### src/rtl/alu_req_arbiter.sv
// Two-requester arbiter in front of a shared single-cycle 32-bit ALU, with a valid/ready response channel.
// Define ALU_ARB_FIXED_PRIO_EN for fixed priority (req0 wins); default build is round-robin.
module alu_req_arbiter #(
    parameter int unsigned MUL_LAT = 2,
    parameter int unsigned OTH_LAT = 1
) (
    input  logic        clk_i,
    input  logic        rst_i,
    input  logic        req0_valid_i,
    output logic        req0_ready_o,
    input  logic [2:0]  req0_ctrl_i,
    input  logic [31:0] req0_data1_i,
    input  logic [31:0] req0_data2_i,
    input  logic        req1_valid_i,
    output logic        req1_ready_o,
    input  logic [2:0]  req1_ctrl_i,
    input  logic [31:0] req1_data1_i,
    input  logic [31:0] req1_data2_i,
    output logic        rsp_valid_o,
    input  logic        rsp_ready_i,
    output logic        rsp_id_o,
    output logic [31:0] rsp_data_o,
    output logic        rsp_err_o,
    output logic [31:0] alu_data1_o,
    output logic [31:0] alu_data2_o,
    output logic [2:0]  alu_ctrl_o,
    input  logic [31:0] alu_data_i,
    output logic        busy_o
);

    localparam int unsigned CNT_W  = 4;
    localparam int unsigned DATA_W = 32;
    localparam int unsigned CTRL_W = 3;
    localparam logic [CTRL_W-1:0] OP_MUL = 3'b011;
    localparam logic [CTRL_W-1:0] OP_ILL = 3'b101;

    typedef enum logic [1:0] {
        ST_IDLE = 2'd0,
        ST_EXEC = 2'd1,
        ST_RESP = 2'd2
    } state_t;

    state_t              state_q, state_d;
    logic [CNT_W-1:0]    cnt_q, cnt_d;
    logic                id_q, id_d;
    logic [CTRL_W-1:0]   alu_ctrl_q, alu_ctrl_d;
    logic [DATA_W-1:0]   alu_data1_q, alu_data1_d;
    logic [DATA_W-1:0]   alu_data2_q, alu_data2_d;
    logic                rsp_valid_q, rsp_valid_d;
    logic                rsp_id_q, rsp_id_d;
    logic [DATA_W-1:0]   rsp_data_q, rsp_data_d;
    logic                rsp_err_q, rsp_err_d;
    logic                busy_q, busy_d;

    logic                gnt_id_c;
    logic                accept_c;
    logic [CTRL_W-1:0]   sel_ctrl_c;
    logic [DATA_W-1:0]   sel_data1_c;
    logic [DATA_W-1:0]   sel_data2_c;

`ifdef ALU_ARB_FIXED_PRIO_EN
    // req0 always wins; req1 only granted when req0 is idle.
    assign gnt_id_c = !req0_valid_i;
`else
    // last_q names the requester served most recently; reset treats req1 as last.
    logic last_q, last_d;

    assign gnt_id_c = (req0_valid_i && req1_valid_i) ? !last_q : req1_valid_i;

    always_comb begin
        last_d = last_q;
        if (accept_c) begin
            last_d = gnt_id_c;
        end
    end

    always_ff @(posedge clk_i) begin
        if (!rst_i) begin
            last_q <= 1'b1;
        end else begin
            last_q <= last_d;
        end
    end
`endif

    assign accept_c     = (state_q == ST_IDLE) && (req0_valid_i || req1_valid_i);
    assign req0_ready_o = (state_q == ST_IDLE) && req0_valid_i && !gnt_id_c;
    assign req1_ready_o = (state_q == ST_IDLE) && req1_valid_i && gnt_id_c;

    assign sel_ctrl_c  = gnt_id_c ? req1_ctrl_i  : req0_ctrl_i;
    assign sel_data1_c = gnt_id_c ? req1_data1_i : req0_data1_i;
    assign sel_data2_c = gnt_id_c ? req1_data2_i : req0_data2_i;

    // Next-state and registered-output logic.
    always_comb begin
        state_d     = state_q;
        cnt_d       = cnt_q;
        id_d        = id_q;
        alu_ctrl_d  = alu_ctrl_q;
        alu_data1_d = alu_data1_q;
        alu_data2_d = alu_data2_q;
        rsp_valid_d = rsp_valid_q;
        rsp_id_d    = rsp_id_q;
        rsp_data_d  = rsp_data_q;
        rsp_err_d   = rsp_err_q;

        case (state_q)
            ST_IDLE: begin
                if (accept_c) begin
                    id_d = gnt_id_c;
                    if (sel_ctrl_c == OP_ILL) begin
                        // Illegal op never reaches the ALU; answer immediately with an error.
                        rsp_valid_d = 1'b1;
                        rsp_id_d    = gnt_id_c;
                        rsp_data_d  = '0;
                        rsp_err_d   = 1'b1;
                        state_d     = ST_RESP;
                    end else begin
                        alu_ctrl_d  = sel_ctrl_c;
                        alu_data1_d = sel_data1_c;
                        alu_data2_d = sel_data2_c;
                        cnt_d       = (sel_ctrl_c == OP_MUL) ? CNT_W'(MUL_LAT - 1)
                                                             : CNT_W'(OTH_LAT - 1);
                        state_d     = ST_EXEC;
                    end
                end
            end
            ST_EXEC: begin
                if (cnt_q != '0) begin
                    cnt_d = cnt_q - CNT_W'(1);
                end else begin
                    rsp_valid_d = 1'b1;
                    rsp_id_d    = id_q;
                    rsp_data_d  = alu_data_i;
                    rsp_err_d   = 1'b0;
                    state_d     = ST_RESP;
                end
            end
            ST_RESP: begin
                if (rsp_ready_i) begin
                    rsp_valid_d = 1'b0;
                    state_d     = ST_IDLE;
                end
            end
            default: begin
                state_d = ST_IDLE;
            end
        endcase

        busy_d = (state_d != ST_IDLE);
    end

    always_ff @(posedge clk_i) begin
        if (!rst_i) begin
            state_q     <= ST_IDLE;
            cnt_q       <= '0;
            id_q        <= 1'b0;
            alu_ctrl_q  <= '0;
            alu_data1_q <= '0;
            alu_data2_q <= '0;
            rsp_valid_q <= 1'b0;
            rsp_id_q    <= 1'b0;
            rsp_data_q  <= '0;
            rsp_err_q   <= 1'b0;
            busy_q      <= 1'b0;
        end else begin
            state_q     <= state_d;
            cnt_q       <= cnt_d;
            id_q        <= id_d;
            alu_ctrl_q  <= alu_ctrl_d;
            alu_data1_q <= alu_data1_d;
            alu_data2_q <= alu_data2_d;
            rsp_valid_q <= rsp_valid_d;
            rsp_id_q    <= rsp_id_d;
            rsp_data_q  <= rsp_data_d;
            rsp_err_q   <= rsp_err_d;
            busy_q      <= busy_d;
        end
    end

    assign alu_ctrl_o  = alu_ctrl_q;
    assign alu_data1_o = alu_data1_q;
    assign alu_data2_o = alu_data2_q;
    assign rsp_valid_o = rsp_valid_q;
    assign rsp_id_o    = rsp_id_q;
    assign rsp_data_o  = rsp_data_q;
    assign rsp_err_o   = rsp_err_q;
    assign busy_o      = busy_q;

endmodule

### config.mk
export PLATFORM = sky130hd
export DESIGN_NAME = alu_req_arbiter
export DESIGN_NICKNAME = d
export VERILOG_FILES = /design/src/rtl/alu_req_arbiter.sv
export SDC_FILE = /design/constraint.sdc
export NUM_CORES = 1
export LEC_CHECK = 0
export ABC_AREA = 1
export ABC_CLOCK_PERIOD_IN_PS = 2100
export CAP_MARGIN = 25
export CELL_PAD_IN_SITES_DETAIL_PLACEMENT = 0
export CELL_PAD_IN_SITES_GLOBAL_PLACEMENT = 1
export CORE_ASPECT_RATIO = 1.1
export CORE_UTILIZATION = 26
export CTS_CLUSTER_DIAMETER = 80
export DETAILED_ROUTE_END_ITERATION = 7
export PLACE_DENSITY = 0.76
export RECOVER_POWER = 25
export SLEW_MARGIN = 20
export SYNTH_ARGS = -nofsm -noshare
export SYNTH_HDL_FRONTEND = slang
export SYNTH_SLANG_ARGS = --single-unit
### constraint.sdc
create_clock -name clk_i -period 2.1 [get_ports clk_i]
set_input_delay 0.42 -clock clk_i [delete_from_list [all_inputs] [get_ports clk_i]]
set_output_delay 0.42 -clock clk_i [all_outputs]
set_load 0.005 [all_outputs]
==> out/qor.csv, run 1 <==
stage;metric;value;unit
placement;GP Congestion;0.773;
synthesis;Synth Cell Area;5420;sq um
synthesis;Syn Nets;1048;
worst_setup_path;cell chain of the critical path;clkdlybuf4s50_1 -> nand2_2 -> nand2_4 -> nand2_1 -> nor2_1 -> dlygate4sd2_1;
die;FP Rows;55;
finish;layout cells sized above 1;0.0655;
sta;Hold Fails Final Rpt;0;
sta;period utilisation layout;0.958;
sta;FMAX;497;MHz
placement;dpl cell area;8730;sq um
global_routing;first-pass GRT wire length;30.5;mm
sta;minimum clock period;2.01;ns
run_status;status;complete, no violations;
drt;drt total wl;19.0;mm
drt;Detail Route Antenna Nets;0;
sta;hold_ws;0.464;ns
clocking;CTS buffer count;9;
sta;TNS Setup;0;ns
synthesis;EDFF count, synth;0;
power;clock share of power;0.204;
worst_setup_path;reg-to-reg slack, setup;0.37;ns
worst_setup_path;Worst R2R End;alu_ctrl_o[0]$_SDFFE_PN0P_;
job;max cap viols;0;
worst_setup_path;Crit Path Max Fanout;8;
worst_setup_path;reg2reg start;state_q[0]$_SDFF_PN0_;
synthesis;post-synth cell types;28;
synthesis;register bit total from synthesis;111;
global_routing;initial antenna violation count;3;
worst_setup_path;Worst setup SP type;primary input;
drt;DR DRC count;0;
die;Core ar.;20500;sq um
hold_path;hold crit path type;reg2reg;
finish;NumNets Final;1328;
clocking;Bufs on Longest Clock Path;2;
drt;Avg Vias per Cell;4.26;
finish;fill count;2190;
power;Internal;6.03;mW
global_routing;Total GRT Usage;0.182;
placement;HPWL after detailed placement;14.4;mm
worst_setup_path;arrival time at the worst endpoint;1.59;ns
clocking;CTS tree;done;
die;I/O pins;276;
worst_setup_path;Crit-path slowest cell;clkdlybuf4s50_1;
clocking;clk root buf;clkbuf_16;
hold_path;Worst Hold Depth;2;
sta;Final Max Tran Viols;0;
power;Sw Ratio;0.357;
drt;routed via count;6041;
finish;area of the multi-input gates;2650;sq um
synthesis;ys flop type;dfxtp_1;
sta;final setup vio count;0;
worst_setup_path;Worst EP required;1.68;ns
clocking;Worst-Skew Late Latency;0.35;ns
sta;unrepaired setup endpoints after global routing;no;
die;Initial Util;0.264;
synthesis;area fraction of the dominant cell type after synthesis;0.410;
power;pwr dens;1040;nW/um^2
finish;Register Area;2220;sq um
die;Die Height;153;microns
clocking;setup bufs post-CTS;0;
power;Seq pwr share;0.322;
power;Pwr Total;9.37;mW
synthesis;Ys Warns;0;
power;maximum VDD drop;0.360;mV
global_routing;largest net degree at the start of global routing;56;
synthesis;async set-reset flop share out of synthesis;0;
synthesis;count leader, synth;nand2_1;
power;leakage;4.28;nW
clocking;Reg clk slew, reported paths;0.08;ns
worst_setup_path;Setup CP Type;in2out;
drt;Routed wire per std cell;13.4;microns
worst_setup_path;slowest cell delay on critical path;0.49;ns
finish;Final Util;0.441;
clocking;htree depth;3;
drt;DRT iter0 DRCs;188;
synthesis;synth cell count leaders;nand2_1 (316), nor2_1 (180), dfxtp_1 (111);
worst_setup_path;Worst Path Buf+Inv;2;
die;DIE AREA;21400;sq um
global_routing;grt total ovfl;0;
worst_setup_path;reg2reg path depth;9;
power;combinational power share;0.474;
synthesis;Synth area leaders;dfxtp_1 (41%), nand2_1 (22%), nor2_1 (12%);
sta;clock skew;0.00920;ns
synthesis;Seq/Total Area, Yosys;0.410;
synthesis;Synth Instances;875;
synthesis;area leader, netlist;dfxtp_1;
placement;Port Buffers;275;
worst_setup_path;element type at the critical path end;primary output;
finish;final instance area;9050;sq um
worst_setup_path;Top delay family on crit path;buffers and inverters;
clocking;clock sink count;111;
power;P_sw;3.35;mW
hold_path;Worst Hold Path EP;id_q$_SDFFE_PN0P_;
die;Die W;140;microns
drt;drt pass-1 iters;4;
global_routing;vias in the first global route;5836;
synthesis;Post-Syn Area per Cell;6.20;sq um
sta;Slew headroom;0.789;
hold_path;hold path start;id_q$_SDFFE_PN0P_;
sta;Worst-Margin Slew;0.315;ns
finish;area growth from synthesis to layout;66.9;%
[worst max-delay path by stage]
stage,start,to,slack [ns],cells after the start
6_report,req0_valid_i,req0_ready_o,0.09,6
5_1_grt,req0_valid_i,req0_ready_o,0.03,6
4_1_cts,req0_valid_i,req0_ready_o,0.09,6
3_5_place_dp,req0_valid_i,req0_ready_o,-0.18,6
3_3_place_gp,req0_valid_i,req0_ready_o,-0.14,6
2_1_floorplan,req0_valid_i,req0_ready_o,0.47,6
[routing by layer]
layer  vias to the layer above  global-route usage  wire length [microns]
met3                        22              0.0686                   1870
li1                       3237                   -                      -
met1                      2559               0.209                   8090
met4                         4              0.0612                    332
met5                         -                   0                     23
met2                       219               0.308                   8730
[layout make-up]
type	count	area share
multi-input combinational	632	0.293
clock buffer	9	0.0249
tap	256	0.0354
antenna	1	0.000276
clock inverter	7	0.0115
sequential	111	0.245
timing repair buffer	322	0.357
inverter	79	0.0328
[cell usage in the layout (no fill, tap or decap), drive strengths merged]
cell	netlist	routed
nand2	320	320
clkdlybuf4s50	0	218
nor2	182	182
dfxtp	111	111
inv	78	80
o21ai	72	72
dlygate4sd3	0	53
buf	24	48
nand4	33	33
nand3	12	12
clkbuf	29	9
a21oi	7	7
dlygate4sd2	0	3
ha	2	2
bufinv	0	2
clkinvlp	0	2
clkinv	1	2
diode	0	1
xnor2	1	1
nor3	1	1
a31oi	1	1
xor2	1	1
[power by group through the flow]
stage	clock network, mW	registers (mW)	logic (mW)
after floorplan	0	3.11	2.17
after global placement	0	3.06	4.61
after detailed placement	0	3.09	4.61
after CTS	1.98	3.04	4.64
after global routing	2.05	3.10	5.03
final	1.91	3.02	4.44
[metrics by stage]
step,worst slack (ns),cells
global placement,-0.140,1400
CTS,0.0930,1416
detailed placement,-0.181,1400
global route,0.0265,1416
floorplan,0.471,875
finish,0.0885,1417
[registers in the layout, summed over array words and instances (netlist names)]
signal,flops
rsp_id_o,1
state_q,2
id_q,1
alu_data2_o,32
alu_ctrl_o,3
rsp_data_o,32
alu_data1_o,32
busy_o,1
cnt_q,4
rsp_valid_o,1
last_q,1
rsp_err_o,1
[worst register-to-register path, stage by stage, from the launching register on]
cell,delay [ns]
dfxtp_1,0.31
inv_1,0.15
nand2_1,0.17
nor2_1,0.24
buf_4,0.16
inv_1,0.05
buf_4,0.13
o21ai_0,0.23
buf_4,0.16
nor2_1,0.03
[kinds of logic after synthesis]
kind of cell,Yosys count,share of synthesized area
and+or+nand+nor,548,0.406
buffers and inverters,132,0.101
DFF,111,0.410
AOI/OAI and AO/OA,80,0.0747
xor gates and xnor gates,2,0.00323
adders and majority gates,2,0.00461
[repair_timing]
item                                    CTS  global route
resized for setup                         3             0
hold buffers                              0             0
endpoints found under the setup margin    2             0
Power figures use the tool's default switching activity.
==> inputs of run 2 (changes only) <==
PLACE_DENSITY = 0.91   (was 0.76)
TNS_END_PERCENT = 50   (was unset)
==> run 2 against run 1 <==
Effect of this change: worst setup slack gained 0.017 ns; largest power group unchanged; clock power shrank 4%; via count grew 1.5%; highest routed layer is now met4; die area is the same; sequential cell count is the same; critical endpoint is now req1_ready_o.
==> out/qor.csv, run 2 (synthesis results as in run 1) <==
stage;metric;value;unit
run_status;status;complete, no violations;
worst_setup_path;Worst EP required;1.68;ns
clocking;Worst-Skew Late Latency;0.36;ns
sta;Slew headroom;0.604;
sta;period utilisation layout;0.950;
global_routing;met2 Resource Use GR;0.287;
finish;area growth from synthesis to layout;66.9;%
global_routing;GR Util met1;0.195;
finish;Final Util;0.441;
global_routing;Total GRT Usage;0.168;
finish;NumNets Final;1325;
global_routing;GR peak layer;met2;
global_routing;initial antenna violation count;0;
die;Initial Util;0.264;
drt;routed via count;6134;
die;DIE AREA;21400;sq um
clocking;clock sink count;111;
finish;post-route insts no fill;1413;
die;Die W;140;microns
clocking;Bufs on Longest Clock Path;2;
hold_path;hold crit path type;reg2reg;
worst_setup_path;cell chain of the critical path;inv_2 -> nand2_2 -> nor2_4 -> clkdlybuf4s50_1;
clocking;clk root buf;clkbuf_16;
finish;fill count;2128;
sta;Hold Fails Final Rpt;0;
global_routing;grt total ovfl;0;
worst_setup_path;slowest cell delay on critical path;0.50;ns
die;I/O pins;276;
worst_setup_path;Worst Path Buf+Inv;2;
placement;HPWL after detailed placement;13.2;mm
placement;GP Congestion;0.814;
die;FP Rows;55;
worst_setup_path;Crit-path slowest cell;clkdlybuf4s50_1;
sta;Worst-Margin Slew;0.593;ns
clocking;CTS buffer count;9;
placement;Port Buffers;275;
power;Pwr Total;9.37;mW
worst_setup_path;element type at the critical path end;primary output;
drt;DR DRC count;0;
power;maximum VDD drop;0.425;mV
power;pwr dens;1030;nW/um^2
worst_setup_path;Worst setup SP type;register;
sta;Final Max Tran Viols;0;
global_routing;largest net degree at the start of global routing;62;
placement;DP Worst Slack;-0.104;ns
sta;final setup vio count;0;
global_routing;met3 Use GR;0.0520;
clocking;htree depth;3;
finish;most frequent cells in the layout;nand2_1 (312), clkdlybuf4s50_1 (220), nor2_1 (179), dfxtp_1 (111), inv_1 (73);
finish;layout cells sized above 1;0.0691;
drt;Avg Vias per Cell;4.34;
sta;unrepaired setup endpoints after global routing;no;
clocking;CTS tree;done;
drt;Detail Route Antenna Nets;0;
finish;antenna cells;0;
drt;drt total wl;18.8;mm
job;max cap viols;0;
drt;drt pass-1 iters;4;
die;Core ar.;20500;sq um
sta;minimum clock period;1.99;ns
worst_setup_path;Top delay family on crit path;buffers and inverters;
worst_setup_path;arrival time at the worst endpoint;1.57;ns
sta;FMAX;501;MHz
drt;Routed wire per std cell;13.3;microns
sta;clock skew;0.0134;ns
global_routing;vias in the first global route;5567;
global_routing;first-pass GRT wire length;28.4;mm
clocking;Reg clk slew, reported paths;0.08;ns
die;Die Height;153;microns
power;leakage;4.26;nW
worst_setup_path;Crit Path Max Fanout;4;
sta;setup ws final;0.106;ns
drt;DRT iter0 DRCs;177;
placement;Cells after DPL;1389;
finish;most common cell after layout, fill and taps aside;nand2_1;
worst_setup_path;Setup CP Type;reg2out;
## run 2: what timing repair did
action                                  4_1_cts  5_1_grt
hold buffers                                  0        0
pin swaps                                     0        3
setup buffers                                 3        2
resized for setup                             4       15
endpoints found under the hold margin         0        0
endpoints found under the setup margin        2       64
cloned                                        0        3
## run 2: path summary, 6_finish.rpt
check,cells past startpoint,to,startpoint,slack [ns]
worst max-delay path,4,req1_ready_o,state_q[1]$_SDFF_PN0_,0.11
worst min-delay path,2,id_q$_SDFFE_PN0P_,id_q$_SDFFE_PN0P_,0.47
worst max register to register,8,alu_data2_o[3]$_SDFFE_PN0P_,state_q[1]$_SDFF_PN0_,0.25
worst min register to register,2,id_q$_SDFFE_PN0P_,id_q$_SDFFE_PN0P_,0.47
## run 2: area by class of cell
| type | instances | area [sq um] | share of cell area |
|---|---|---|---|
| Tap cell | 256 | 320 | 0.0354 |
| Multi-Input combinational cell | 632 | 2690 | 0.297 |
| Sequential cell | 111 | 2220 | 0.245 |
| Clock inverter | 6 | 75.1 | 0.00829 |
| Timing Repair Buffer | 319 | 3210 | 0.354 |
| Clock buffer | 10 | 239 | 0.0264 |
| Inverter | 79 | 299 | 0.0330 |
## run 2: layer usage
layer / up-vias / wire, microns / part of all wire
li1: 3233 / - / -
met1: 2644 / 8100 / 0.43
met2: 234 / 8650 / 0.46
met3: 23 / 1600 / 0.085
met4: 0 / 399 / 0.021
met5: - / 0 / 0
## run 2: metrics by stage
stage / cell area (sq um) / TNS [ns] / hold WS, ns
finish: 9050 / 0 / 0.473
global route: 9050 / 0 / 0.488
CTS: 8930 / 0 / 0.462
detailed placement: 8600 / -5.39 / 0.452
global placement: 8600 / -2.77 / 0.447
floorplan: 5420 / 0 / 0.441
## run 2: power breakdown
group	total, mW	internal [mW]	switching (mW)
Sequential	3.01	2.72	0.295
Clock	1.83	0.979	0.846
Combinational	4.53	2.25	2.29
## run 2: worst register-to-register path, stage by stage (launching register included)
cell	delay, ns
dfxtp_1	0.37
inv_2	0.09
nand2_2	0.12
nor2_1	0.49
nand2_8	0.15
buf_4	0.18
buf_4	0.15
o21ai_0	0.15
nor2_1	0.05
==> inputs of run 3 (changes only) <==
CAP_MARGIN = 20   (was 25)
==> results of run 3 <==
Same layout as run 2: the final DEF is identical, and so are final timing and power.
